File: config.mk
export PLATFORM = sky130hd
export DESIGN_NAME = rx_arbiter
export DESIGN_NICKNAME = d
export VERILOG_FILES = /design/src/rtl/noc_pkg.sv /design/src/rtl/rr_arbiter.sv /design/src/rtl/rx_arbiter.sv
export SDC_FILE = /design/constraint.sdc
export NUM_CORES = 1
export LEC_CHECK = 0
export CORE_ASPECT_RATIO = 1.1
export CORE_MARGIN = 5
export CORE_UTILIZATION = 50
export CTS_BUF_LIST = sky130_fd_sc_hd__clkbuf_4
export DETAILED_ROUTE_END_ITERATION = 10
export GPL_ROUTABILITY_DRIVEN = 0
export GPL_TIMING_DRIVEN = 0
export PLACE_DENSITY = 0.95
export SLEW_MARGIN = 20
export SYNTH_ARGS = -nofsm -noshare
export SYNTH_HDL_FRONTEND = slang
export SYNTH_SLANG_ARGS = --single-unit
File: constraint.sdc
create_clock -name clk -period 10.4 [get_ports clk]
set_clock_uncertainty 0.15 [all_clocks]
set_input_delay 1.04 -clock clk [delete_from_list [all_inputs] [get_ports clk]]
set_output_delay 1.04 -clock clk [all_outputs]
set_load 0.01 [all_outputs]
File: src/rtl/noc_pkg.sv
// rtl/noc_pkg.sv - shared flit layout, arbitration modes and helpers for the NoC receiver
`timescale 1ns/1ps
package noc_pkg;

  localparam int ARB_RR    = 0;
  localparam int ARB_FIXED = 1;

  // Flit layout is {data, last, addr}; addr sits at the bottom.
  localparam int ADDR_LSB = 0;

  typedef enum logic {
    ST_IDLE = 1'b0,
    ST_LOCK = 1'b1
  } state_e;

  function automatic int last_bit(input int addr_size);
    return ADDR_LSB + addr_size;
  endfunction

  function automatic int clog2(input int value);
    int r;
    r = 0;
    for (int i = 0; i < 31; i++) begin
      if ((1 << i) < value) r = i + 1;
    end
    return r;
  endfunction

endpackage

File: src/rtl/rr_arbiter.sv
// rtl/rr_arbiter.sv - combinational round-robin / fixed-priority request picker
`timescale 1ns/1ps
module rr_arbiter #(
  parameter int N = 5,
  parameter int W = 3
) (
  input  logic [N-1:0] req_i,
  input  logic [W-1:0] ptr_i,
  input  logic         mode_i,
  output logic [N-1:0] gnt_o,
  output logic [W-1:0] idx_o,
  output logic         valid_o
);

  logic [W-1:0] cand;

  // Scan from lowest to highest priority so the last hit is the winner.
  always_comb begin
    cand    = '0;
    idx_o   = '0;
    valid_o = 1'b0;
    for (int k = N; k >= 1; k--) begin
      cand = mode_i ? W'(k - 1) : W'((int'(ptr_i) + k) % N);
      if (req_i[cand]) begin
        valid_o = 1'b1;
        idx_o   = cand;
      end
    end
    gnt_o = valid_o ? (N'(1) << idx_o) : '0;
  end

endmodule

File: src/rtl/rx_arbiter.sv
// rtl/rx_arbiter.sv - NoC switch input stage: packet-locked arbitration into the output FIFO
`timescale 1ns/1ps
module rx_arbiter
  import noc_pkg::*;
#(
  parameter int DATA_SIZE = 32,
  parameter int ADDR_SIZE = 4,
  parameter int PORTS_NUM = 4,
  parameter int ARB_MODE  = 0,
  parameter int TIMEOUT   = 16,
  localparam int N        = PORTS_NUM + 1,
  localparam int BUS_SIZE = DATA_SIZE + ADDR_SIZE + 1,
  localparam int PORT_W   = clog2(N)
) (
  input  logic                  clk,
  input  logic                  a_rst,
  input  logic                  is_full,
  input  logic                  is_afull,
  input  logic [N-1:0]          wr_ready_in,
  input  logic [N*BUS_SIZE-1:0] data_i,
  output logic [N-1:0]          r_ready_out,
  output logic                  wr_req,
  output logic [BUS_SIZE-1:0]   data_o,
  output logic [PORT_W-1:0]     grant_port,
  output logic                  locked,
  output logic                  pkt_done,
  output logic                  err_timeout
);

  localparam int LAST_BIT = last_bit(ADDR_SIZE);
  localparam int CNT_W    = clog2(TIMEOUT + 2);

  state_e                state_q, state_d;
  logic [PORT_W-1:0]     grant_q, grant_d;
  logic [PORT_W-1:0]     ptr_q, ptr_d;
  logic [CNT_W-1:0]      cnt_q, cnt_d;
  logic                  wr_req_q, wr_req_d;
  logic [BUS_SIZE-1:0]   data_q, data_d;
  logic                  pkt_done_q, pkt_done_d;
  logic                  err_q, err_d;

  logic [N-1:0]          arb_gnt;
  logic [PORT_W-1:0]     arb_idx;
  logic                  arb_valid;
  logic                  can_wr;
  logic                  owner_valid;
  logic                  accept;
  logic [PORT_W-1:0]     sel_port;
  logic [BUS_SIZE-1:0]   sel_flit;

  rr_arbiter #(
    .N (N),
    .W (PORT_W)
  ) u_arb (
    .req_i   (wr_ready_in),
    .ptr_i   (ptr_q),
    .mode_i  (ARB_MODE == ARB_FIXED),
    .gnt_o   (arb_gnt),
    .idx_o   (arb_idx),
    .valid_o (arb_valid)
  );

  // A write issued last cycle may take the final free slot reported by is_afull.
  assign can_wr      = !is_full && !(wr_req_q && is_afull);
  assign owner_valid = wr_ready_in[grant_q];
  assign sel_port    = (state_q == ST_LOCK) ? grant_q : arb_idx;
  assign sel_flit    = data_i[sel_port*BUS_SIZE +: BUS_SIZE];
  assign accept      = can_wr && ((state_q == ST_LOCK) ? owner_valid : arb_valid);
  assign r_ready_out = accept ? (N'(1) << sel_port) : '0;

  always_comb begin
    state_d    = state_q;
    grant_d    = grant_q;
    ptr_d      = ptr_q;
    cnt_d      = cnt_q;
    wr_req_d   = accept;
    data_d     = data_q;
    pkt_done_d = 1'b0;
    err_d      = 1'b0;
    if (accept) begin
      data_d  = sel_flit;
      grant_d = sel_port;
      ptr_d   = sel_port;
      cnt_d   = '0;
      if (sel_flit[LAST_BIT]) begin
        state_d    = ST_IDLE;
        pkt_done_d = 1'b1;
      end else begin
        state_d = ST_LOCK;
      end
    end else if (state_q == ST_LOCK && TIMEOUT > 0 && !owner_valid) begin
      // Only a silent owner ages the lock; FIFO stalls never do.
      if (cnt_q == CNT_W'(TIMEOUT - 1)) begin
        state_d = ST_IDLE;
        cnt_d   = '0;
        err_d   = 1'b1;
      end else begin
        cnt_d = cnt_q + 1'b1;
      end
    end
  end

  always_ff @(posedge clk or posedge a_rst) begin
    if (a_rst) begin
      state_q    <= ST_IDLE;
      grant_q    <= PORT_W'(PORTS_NUM);
      ptr_q      <= PORT_W'(PORTS_NUM);
      cnt_q      <= '0;
      wr_req_q   <= 1'b0;
      data_q     <= '0;
      pkt_done_q <= 1'b0;
      err_q      <= 1'b0;
    end else begin
      state_q    <= state_d;
      grant_q    <= grant_d;
      ptr_q      <= ptr_d;
      cnt_q      <= cnt_d;
      wr_req_q   <= wr_req_d;
      data_q     <= data_d;
      pkt_done_q <= pkt_done_d;
      err_q      <= err_d;
    end
  end

  assign wr_req      = wr_req_q;
  assign data_o      = data_q;
  assign grant_port  = grant_q;
  assign locked      = (state_q == ST_LOCK);
  assign pkt_done    = pkt_done_q;
  assign err_timeout = err_q;

endmodule

# Word level (Yosys, flattened, before mapping)
# Index checks and enable logic that the tools add are counted.
dict set report word_totals {
  regBits 49
  in_bits 194
  wordCells 75
}
dict set report classes {
  addsub 6
  multipliers 1
  div 5
  n_lt_le_gt_ge 6
  eq_ne 1
  n_shift 2
  mux 37
  n_reduce_logical 10
}
# cell count
set op_table {}
lappend op_table {{variable part select 185 x 10 -> 37 bit} 1}
lappend op_table {{remainder unit 32 x 4 -> 32 bit, second input constant} 5}
lappend op_table {{less-than comparator 3 x 4 -> 1 bit, second input constant} 6}
lappend op_table {{two-way mux 1 bit} 21}
lappend op_table {{two-way mux 5 bit} 4}
lappend op_table {{binary-select mux 1 bit (select 3 bit)} 6}
lappend op_table {{two-way mux 3 bit} 6}
lappend op_table {{multiplier 3 x 6 -> 9 bit, second input constant} 1}
lappend op_table {{adder 3 x 2 -> 4 bit, second input constant} 2}
lappend op_table {{adder 3 x 3 -> 4 bit, second input constant} 2}
lappend op_table {{adder 5 x 1 -> 5 bit, second input constant} 1}
lappend op_table {{equality test 5 x 4 -> 1 bit, second input constant} 1}
lappend op_table {{<< shifter 1 x 3 -> 5 bit, first input constant} 1}
lappend op_table {{adder 3 x 1 -> 4 bit, second input constant} 1}
lappend op_table {{logical AND 1 bit} 4}
lappend op_table {{nonzero test 2 bit} 2}
lappend op_table {{zero test 1 bit} 3}
lappend op_table {{AND reduction 2 bit} 1}

# Depth between registers and ports, before layout
# Gate-level depths: netlist (run 1).
dict set report logic_depth {
  ltp_word 14
  mapped_depth 26
}

# Hierarchy
# A second synthesis (run 1) with hierarchy kept.
dict set report unflattened {
  cells_unflattened 575
  area_unflattened_um2 5016.1
}
# module instances cells_per_inst area_per_inst_um2 seq_area_each_um2
set by_module_without_submodules {}
lappend by_module_without_submodules {rx_arbiter 1 304 2904.0 1227.4}
lappend by_module_without_submodules {rr_arbiter 1 271 2112.0 0.0}

# Worst setup path before layout (run 1)
# No wires, ideal clock.
dict set report synth_path {
  kind {register to output}
  from {reg ptr_q[0]}
  to {out r_ready_out[2]}
  t_arrival_ns 5.222
  t_required_ns 9.210
  setup_slack_ns 3.988
  stages_incl_launch_ff 25
  n_path_buf 6
  path_cell_list {dfrtp_1 -> buf_2 -> buf_2 -> buf_2 -> inv_1 -> buf_2 -> ha_1 -> xnor2_1 -> inv_2 -> ha_1 -> or3b_1 -> o22ai_1 -> or2_2 -> ha_1 -> nand2b_1 -> o311ai_1 -> a31oi_1 -> a222oi_1 -> a32o_1 -> nor3_1 -> a41o_1 -> buf_4 -> nor4b_4 -> clkbuf_1 -> and2_1}
}
dict set report synth_between {
  elab_chain_cells 12
  elab_cells_between_ends 37
  classes_between {add/sub: 5; div: 5; shift: 1; mux: 25; reduce/logical: 1}
}
# item line
set synth_lines {}
lappend synth_lines {{start, declared} rx_arbiter.sv:35} ;# logic [PORT_W-1:0] ptr_q, ptr_d;
lappend synth_lines {{start signal, assigned} rx_arbiter.sv:107} ;# ptr_q <= PORT_W'(PORTS_NUM);
lappend synth_lines {{start signal, assigned} rx_arbiter.sv:116} ;# ptr_q <= ptr_d;
lappend synth_lines {{adder 3 x 3 -> 4 bit} rr_arbiter.sv:23} ;# cand = mode_i ? W'(k - 1) : W'((int'(ptr_i) + k) % N);
lappend synth_lines {{remainder unit 32 x 4 -> 32 bit} rr_arbiter.sv:23}
lappend synth_lines {{binary-select mux 1 bit (select 3 bit)} rr_arbiter.sv:24} ;# if (req_i[cand]) begin
lappend synth_lines {{two-way mux 1 bit (implied by the code)} rr_arbiter.sv:24}
lappend synth_lines {{two-way mux 3 bit / two-way mux 1 bit (equally long branches) (5 in a row)} rr_arbiter.sv:24}
lappend synth_lines {{two-way mux 3 bit / two-way mux 1 bit (equally long branches)} {rx_arbiter.sv:66, rx_arbiter.sv:68}}
lappend synth_lines {{<< shifter 1 x 3 -> 5 bit / logical AND 1 bit (equally long branches)} {rx_arbiter.sv:69, rx_arbiter.sv:68}}
lappend synth_lines {{two-way mux 5 bit *} rx_arbiter.sv:69} ;# assign r_ready_out = accept ? (N'(1) << sel_port) : '0;
lappend synth_lines {{end, declared} rx_arbiter.sv:21} ;# output logic [N-1:0] r_ready_out,
# Mark *: on every way between the ends. The rest lies on a longest branch, timed or not. The select of a mux whose other input is x is not followed.

# Final worst setup path (run 1)
# Ends and elaborated chain as after synthesis.

==> results of run 1 <==
## registers in the layout, summed over array words and instances, names as in the netlist
name / cells
ptr_q: 3
err_timeout: 1
locked: 1
cnt_q: 5
wr_req: 1
data_o: 37
pkt_done: 1
## metal layers
metal | track usage (%) | vias up | share of wire [%]
li1 | - | 3508 | -
met1 | 36.5 | 3622 | 35
met2 | 54.9 | 532 | 49
met3 | 6.72 | 121 | 10
met4 | 17.1 | 0 | 6.3
met5 | 0 | - | 0
## path summary, 6_finish.rpt
path,startpoint,to,slack (ns),cells after the start
worst max-delay path,ptr_q[0]$_DFFE_PP0P_,r_ready_out[2],1.81,25
worst min-delay path,cnt_q[4]$_DFFE_PP0P_,err_timeout$_DFF_PP0_,0.36,1
worst max register to register,ptr_q[0]$_DFFE_PP0P_,data_o[24]$_DFFE_PP0P_,3.53,25
worst min register to register,cnt_q[4]$_DFFE_PP0P_,err_timeout$_DFF_PP0_,0.36,1
max in group asynchronous,a_rst,ptr_q[2]$_DFFE_PP1P_,8.67,3
min in group asynchronous,a_rst,data_o[29]$_DFFE_PP0P_,0.82,2
## where the power goes
group	internal [W]	switching, W
sequential	0.000280	0.0000616
combinational	0.00115	0.00154
clock	0.0000291	0.0000719
## Yosys cell counts (6+ instances only)
cell type	instances	area (sq um)
a21oi_1	23	115
a221oi_1	19	166
a221oi_2	20	300
a22oi_1	38	285
a31oi_1	39	244
and4_1	38	333
buf_2	22	110
buf_6	6	67.6
clkbuf_1	37	139
dfrtp_1	48	1200
ha_1	27	338
inv_1	54	203
mux2i_1	50	500
nand2_1	34	128
nand2b_1	9	56.3
nand3_1	9	45.0
nor2_1	59	221
nor2b_1	6	37.5
nor3_1	8	40.0
o211ai_1	22	165
o211ai_2	21	263
o21ai_0	15	75.1
o21ai_1	40	200
xnor2_1	6	52.6
## logic make-up after synthesis
| kind of cell | synth area share [%] |
|---|---|
| compound gates | 36.9 |
| xor+xnor | 1.94 |
| fa+ha+maj | 5.24 |
| buf+inv | 9.56 |
| flops | 19.1 |
| mux | 9.96 |
| simple gates | 17.3 |
## cell type report
type,count,area (sq um),share of cell area [%]
Sequential cell,49,1230,13.5
Multi-Input combinational cell,592,4600,50.4
Inverter,61,231,2.54
Clock buffer,6,45.0,0.494
Timing Repair Buffer,241,2420,26.6
Clock inverter,2,15.0,0.165
Tap cell,157,196,2.15
Buffer,74,384,4.21
## worst max-delay path, cell delays in order (launching register included)
cell             delay, ns
dfrtp_1               0.55
buf_2                 0.23
buf_2                 0.27
buf_2                 0.28
inv_1                 0.14
buf_2                 0.26
ha_1                  0.35
xnor2_1               0.39
inv_2                 0.13
ha_1                  0.25
or3b_1                0.38
o22ai_1               0.29
or2_2                 0.21
ha_1                  0.21
nand2b_1              0.09
o311ai_1              0.11
a31o_2                0.27
mux2i_1               0.28
a32o_1                0.32
nor3_1                0.08
a41o_1                0.20
buf_4                 0.18
nor4b_4               0.38
clkbuf_1              0.39
and2_1                0.20
clkdlybuf4s50_1       0.55
## per-stage QoR
| stage | worst slack, ns | util [%] |
|---|---|---|
| 6_report | 1.81 | 72.1 |
| 5_1_grt | 1.33 | 72.1 |
| 4_1_cts | 1.92 | 72.1 |
| 3_5_place_dp | 2.40 | 71.7 |
| 3_3_place_gp | 2.48 | 71.5 |
| 2_1_floorplan | 3.99 | - |
==> flow_summary.toml, run 1 <==
[synthesis]
post_synth.cell_area_avg_sq_um = 8.30
synth_cell_types = 93
syn_area_sq_um = 6440
ys_seq_area_share_pct = 19.1
synth_seq_cells = 49
synthArstFlopShare_pct = 100
synth_cells = 776
ys_warn_count = 0
synth_nets = 997
synth_edf_count = 0
synthFlopType = "dfrtp_1"

[sta]
whs_ns = 0.361
tns_ns = 0
finalHoldViolations = 0
timing.fmax_ghz = 0.116
slew_headroom_pct = 44.1
rsz0062_at_grt = "no"
slew_violations = 0
setup_viol = 0
period_minus_slack_ns = 8.59
worst_pin_slew_ns = 0.838
fin_crit_sh_pct = 82.6

[run]
maxCapViolCount = 0

[floorplanning]
std_cell_rows = 43
die_h_um = 129
core_sq_um = 12600
initial_core_util_pct = 51.0
die-area_sq_um = 15300
die_width_um = 118
io_pins = 243

[grt]
grt_overflow_total = 0
grt_pass1_wl_um = 39400
grt_max_degree = 29
first_global_vias = 7601
grt.total_usage_pct = 31.6
antenna_found_initial = 0

[pwr]
ir_drop_mv = 0.264
finalPower_w = 0.00314
p_leak_nw = 3.72
cellPowerDensity_nw_per_um2 = 344

[finish]
fin_cells = 1182
post-route-cell-area_sq_um = 9120
layout_commonest_cell = "clkdlybuf4s50_1"
n_antenna_cell = 0
nets = 1245
n_fill_cell = 913
mostFrequentLayoutCells = "clkdlybuf4s50_1, nor2_1, inv_1"
area_growth_syn_to_layout_pct = 41.6
drive_gt1_share_pct = 11.5

[clock_network]
clk_pin_slew_worst_paths_ns = 0.16
cts_hold_buf = 0
insertion_delay_ns = 0.40
clock_path_buffers = 2
clock-sinks = 49
cts_tree = "built"
cts_made_buffers = 5
post_cts_buffers = 0
post_cts_resized = 0
h-tree-depth = 2
root_buffer = "clkbuf_4"

[place]
numPortBuffers = 240
hpwl_um = 20600
dpl_cell_area_sq_um = 9060
dp.cells = 1174

[worst_hold_path]
hp-class = "reg -> reg"

[detailed_routing]
drc_errors = 0
dr.pass1.iters = 6
final_antenna_net_count = 0
vias = 7783
detail_route.iter0.violations = 849
wl_per_cell_um = 21.8
vias_per_cell = 6.58
wl_um = 25800

[status]
outcome = "finished, final reports clean"

[worst_setup_path]
crit_required_ns = 9.21
path_class = "reg -> out"
worstPathArrival_ns = 7.40
end_kind = "primary output"
worstPathMaxFanout = 13
critical_path.startpoint_type = "flip-flop"
No activity file was read; power rests on OpenSTA's default activity.
==> run 2, diff against run 1 <==
--- a/config.mk
+++ b/config.mk
@@ -7,12 +7,12 @@
 export LEC_CHECK = 0
 export CORE_ASPECT_RATIO = 1.1
 export CORE_MARGIN = 5
-export CORE_UTILIZATION = 50
+export CORE_UTILIZATION = 47
 export CTS_BUF_LIST = sky130_fd_sc_hd__clkbuf_4
 export DETAILED_ROUTE_END_ITERATION = 10
 export GPL_ROUTABILITY_DRIVEN = 0
 export GPL_TIMING_DRIVEN = 0
-export PLACE_DENSITY = 0.95
+export PLACE_DENSITY = 0.94
 export SLEW_MARGIN = 20
 export SYNTH_ARGS = -nofsm -noshare
 export SYNTH_HDL_FRONTEND = slang
==> constraint.sdc (replaced) <==
create_clock -name clk -period 8.3 [get_ports clk]
set_clock_uncertainty 0.15 [all_clocks]
set_input_delay 0.83 -clock clk [delete_from_list [all_inputs] [get_ports clk]]
set_output_delay 0.83 -clock clk [all_outputs]
set_load 0.01 [all_outputs]
==> flow_summary.toml, run 2 (synthesis gave the netlist of run 1 again) <==
[worst_setup_path]
cp_top_family = "buffers and inverters"
reg2reg_to = "data_o[8]$_DFFE_PP0P_"
critPathBufInv = 10
r2r_start = "ptr_q[0]$_DFFE_PP0P_"
worstPathArrival_ns = 6.95
end_kind = "primary output"
path_class = "reg -> out"
r2r_slack_ns = 1.75
reg2reg_depth = 25
critical_path.startpoint_type = "flip-flop"
crit_required_ns = 7.32
critPathMaxStageDelay_ns = 0.57
critPathSlowestCell = "clkdlybuf4s50_1"
worstPathMaxFanout = 13

[grt]
first_global_vias = 7759
grt_overflow_total = 0
met1_usage_pct = 36.1
grt_max_degree = 33
busiest_layer = "met2"
antenna_found_initial = 1
use_met3_pct = 7.00
use_met2_pct = 54.7
grt.total_usage_pct = 31.4
grt_pass1_wl_um = 41000

[sta]
slew_violations = 0
period_minus_slack_ns = 7.93
tns_ns = 0
fin_crit_sh_pct = 95.6
setup_viol = 0
slew_headroom_pct = 42.3
whs_ns = 0.388
rsz0062_at_grt = "no"
worst_pin_slew_ns = 0.866
timing.fmax_ghz = 0.126
finalHoldViolations = 0

[detailed_routing]
drc_errors = 0
wl_per_cell_um = 21.9
vias_per_cell = 6.50
detail_route.iter0.violations = 855
vias = 7860
wl_um = 26500
final_antenna_net_count = 0
dr.pass1.iters = 6

[finish]
layout_commonest_cell = "clkdlybuf4s50_1"
largest_register_ffs = 37
nets = 1245
area_growth_syn_to_layout_pct = 43.1
fin_cells = 1210
post-route-cell-area_sq_um = 9220
mostFrequentLayoutCells = "clkdlybuf4s50_1, nor2_1, inv_1"
n_fill_cell = 1040
drive_gt1_share_pct = 12.2

[worst_hold_path]
hp-class = "reg -> reg"
worstHoldEndpoint = "err_timeout$_DFF_PP0_"
hold_start = "cnt_q[4]$_DFFE_PP0P_"
holdPathStages = 1

[clock_network]
insertion_delay_ns = 0.39
clock_path_buffers = 2
clock-sinks = 49
post_cts_buffers = 0
cts_made_buffers = 5
clk_pin_slew_worst_paths_ns = 0.15
h-tree-depth = 2
cts_tree = "built"
root_buffer = "clkbuf_4"

[pwr]
cellPowerDensity_nw_per_um2 = 435
p_leak_nw = 3.75
finalPower_w = 0.00401
ir_drop_mv = 0.262

[status]
outcome = "finished, final reports clean"

[floorplanning]
die-area_sq_um = 16200
std_cell_rows = 44
initial_core_util_pct = 48.4
die_width_um = 122
io_pins = 243
die_h_um = 133
core_sq_um = 13300

[run]
maxCapViolCount = 0

[place]
dp.cells = 1201
numPortBuffers = 240
dpl_cell_area_sq_um = 9090
hpwl_um = 20900
==> run 2: metal layers <==
metal	up-vias	routed length [um]
met5	-	0
met4	0	1440
met3	116	2740
met2	544	13200
met1	3697	9080
li1	3503	-
==> run 2: how the worst max path moves through the flow <==
stage	start	to	slack, ns	depth (start not counted)
after floorplan	ptr_q[0]$_DFFE_PP0P_	r_ready_out[2]	2.10	24
after global placement	ptr_q[0]$_DFFE_PP0P_	r_ready_out[2]	0.59	25
after detailed placement	ptr_q[0]$_DFFE_PP0P_	r_ready_out[2]	0.50	25
after CTS	ptr_q[0]$_DFFE_PP0P_	r_ready_out[2]	0.03	25
after global routing	ptr_q[0]$_DFFE_PP0P_	r_ready_out[3]	0.02	25
final	ptr_q[0]$_DFFE_PP0P_	r_ready_out[3]	0.37	25
==> run 2: report_power, final <==
group	switching, W	internal (W)	leakage [nW]	total, W
sequential	0.0000771	0.000352	0.616	0.000429
combinational	0.00196	0.00146	3.09	0.00342
clock	0.0000871	0.0000661	0.0433	0.000153
total	0.00213	0.00188	3.75	0.00401
==> run 2: final cells by class <==
class                           instances  area [sq um]  share of cell area, %
Clock inverter                          2          33.8                  0.367
Clock buffer                            6          45.0                  0.489
Inverter                               61           231                   2.51
Sequential cell                        49          1230                   13.3
Buffer                                 74           397                   4.30
Antenna cell                            1          2.50                 0.0272
Timing Repair Buffer                  241          2420                   26.3
Multi-Input combinational cell        592          4630                   50.2
Tap cell                              184           230                   2.50
==> run 2: per-stage QoR <==
stage	utilization, %	setup slack (ns)
3_3_place_gp	68.1	0.595
4_1_cts	68.9	0.0262
2_1_floorplan	-	2.10
5_1_grt	69.2	0.0153
6_report	69.2	0.368
3_5_place_dp	68.3	0.505
==> run 2: what timing repair did <==
action	CTS	global route
endpoints found under the setup margin	0	5
resized for setup	0	15
hold buffers	0	0
endpoints found under the hold margin	0	0
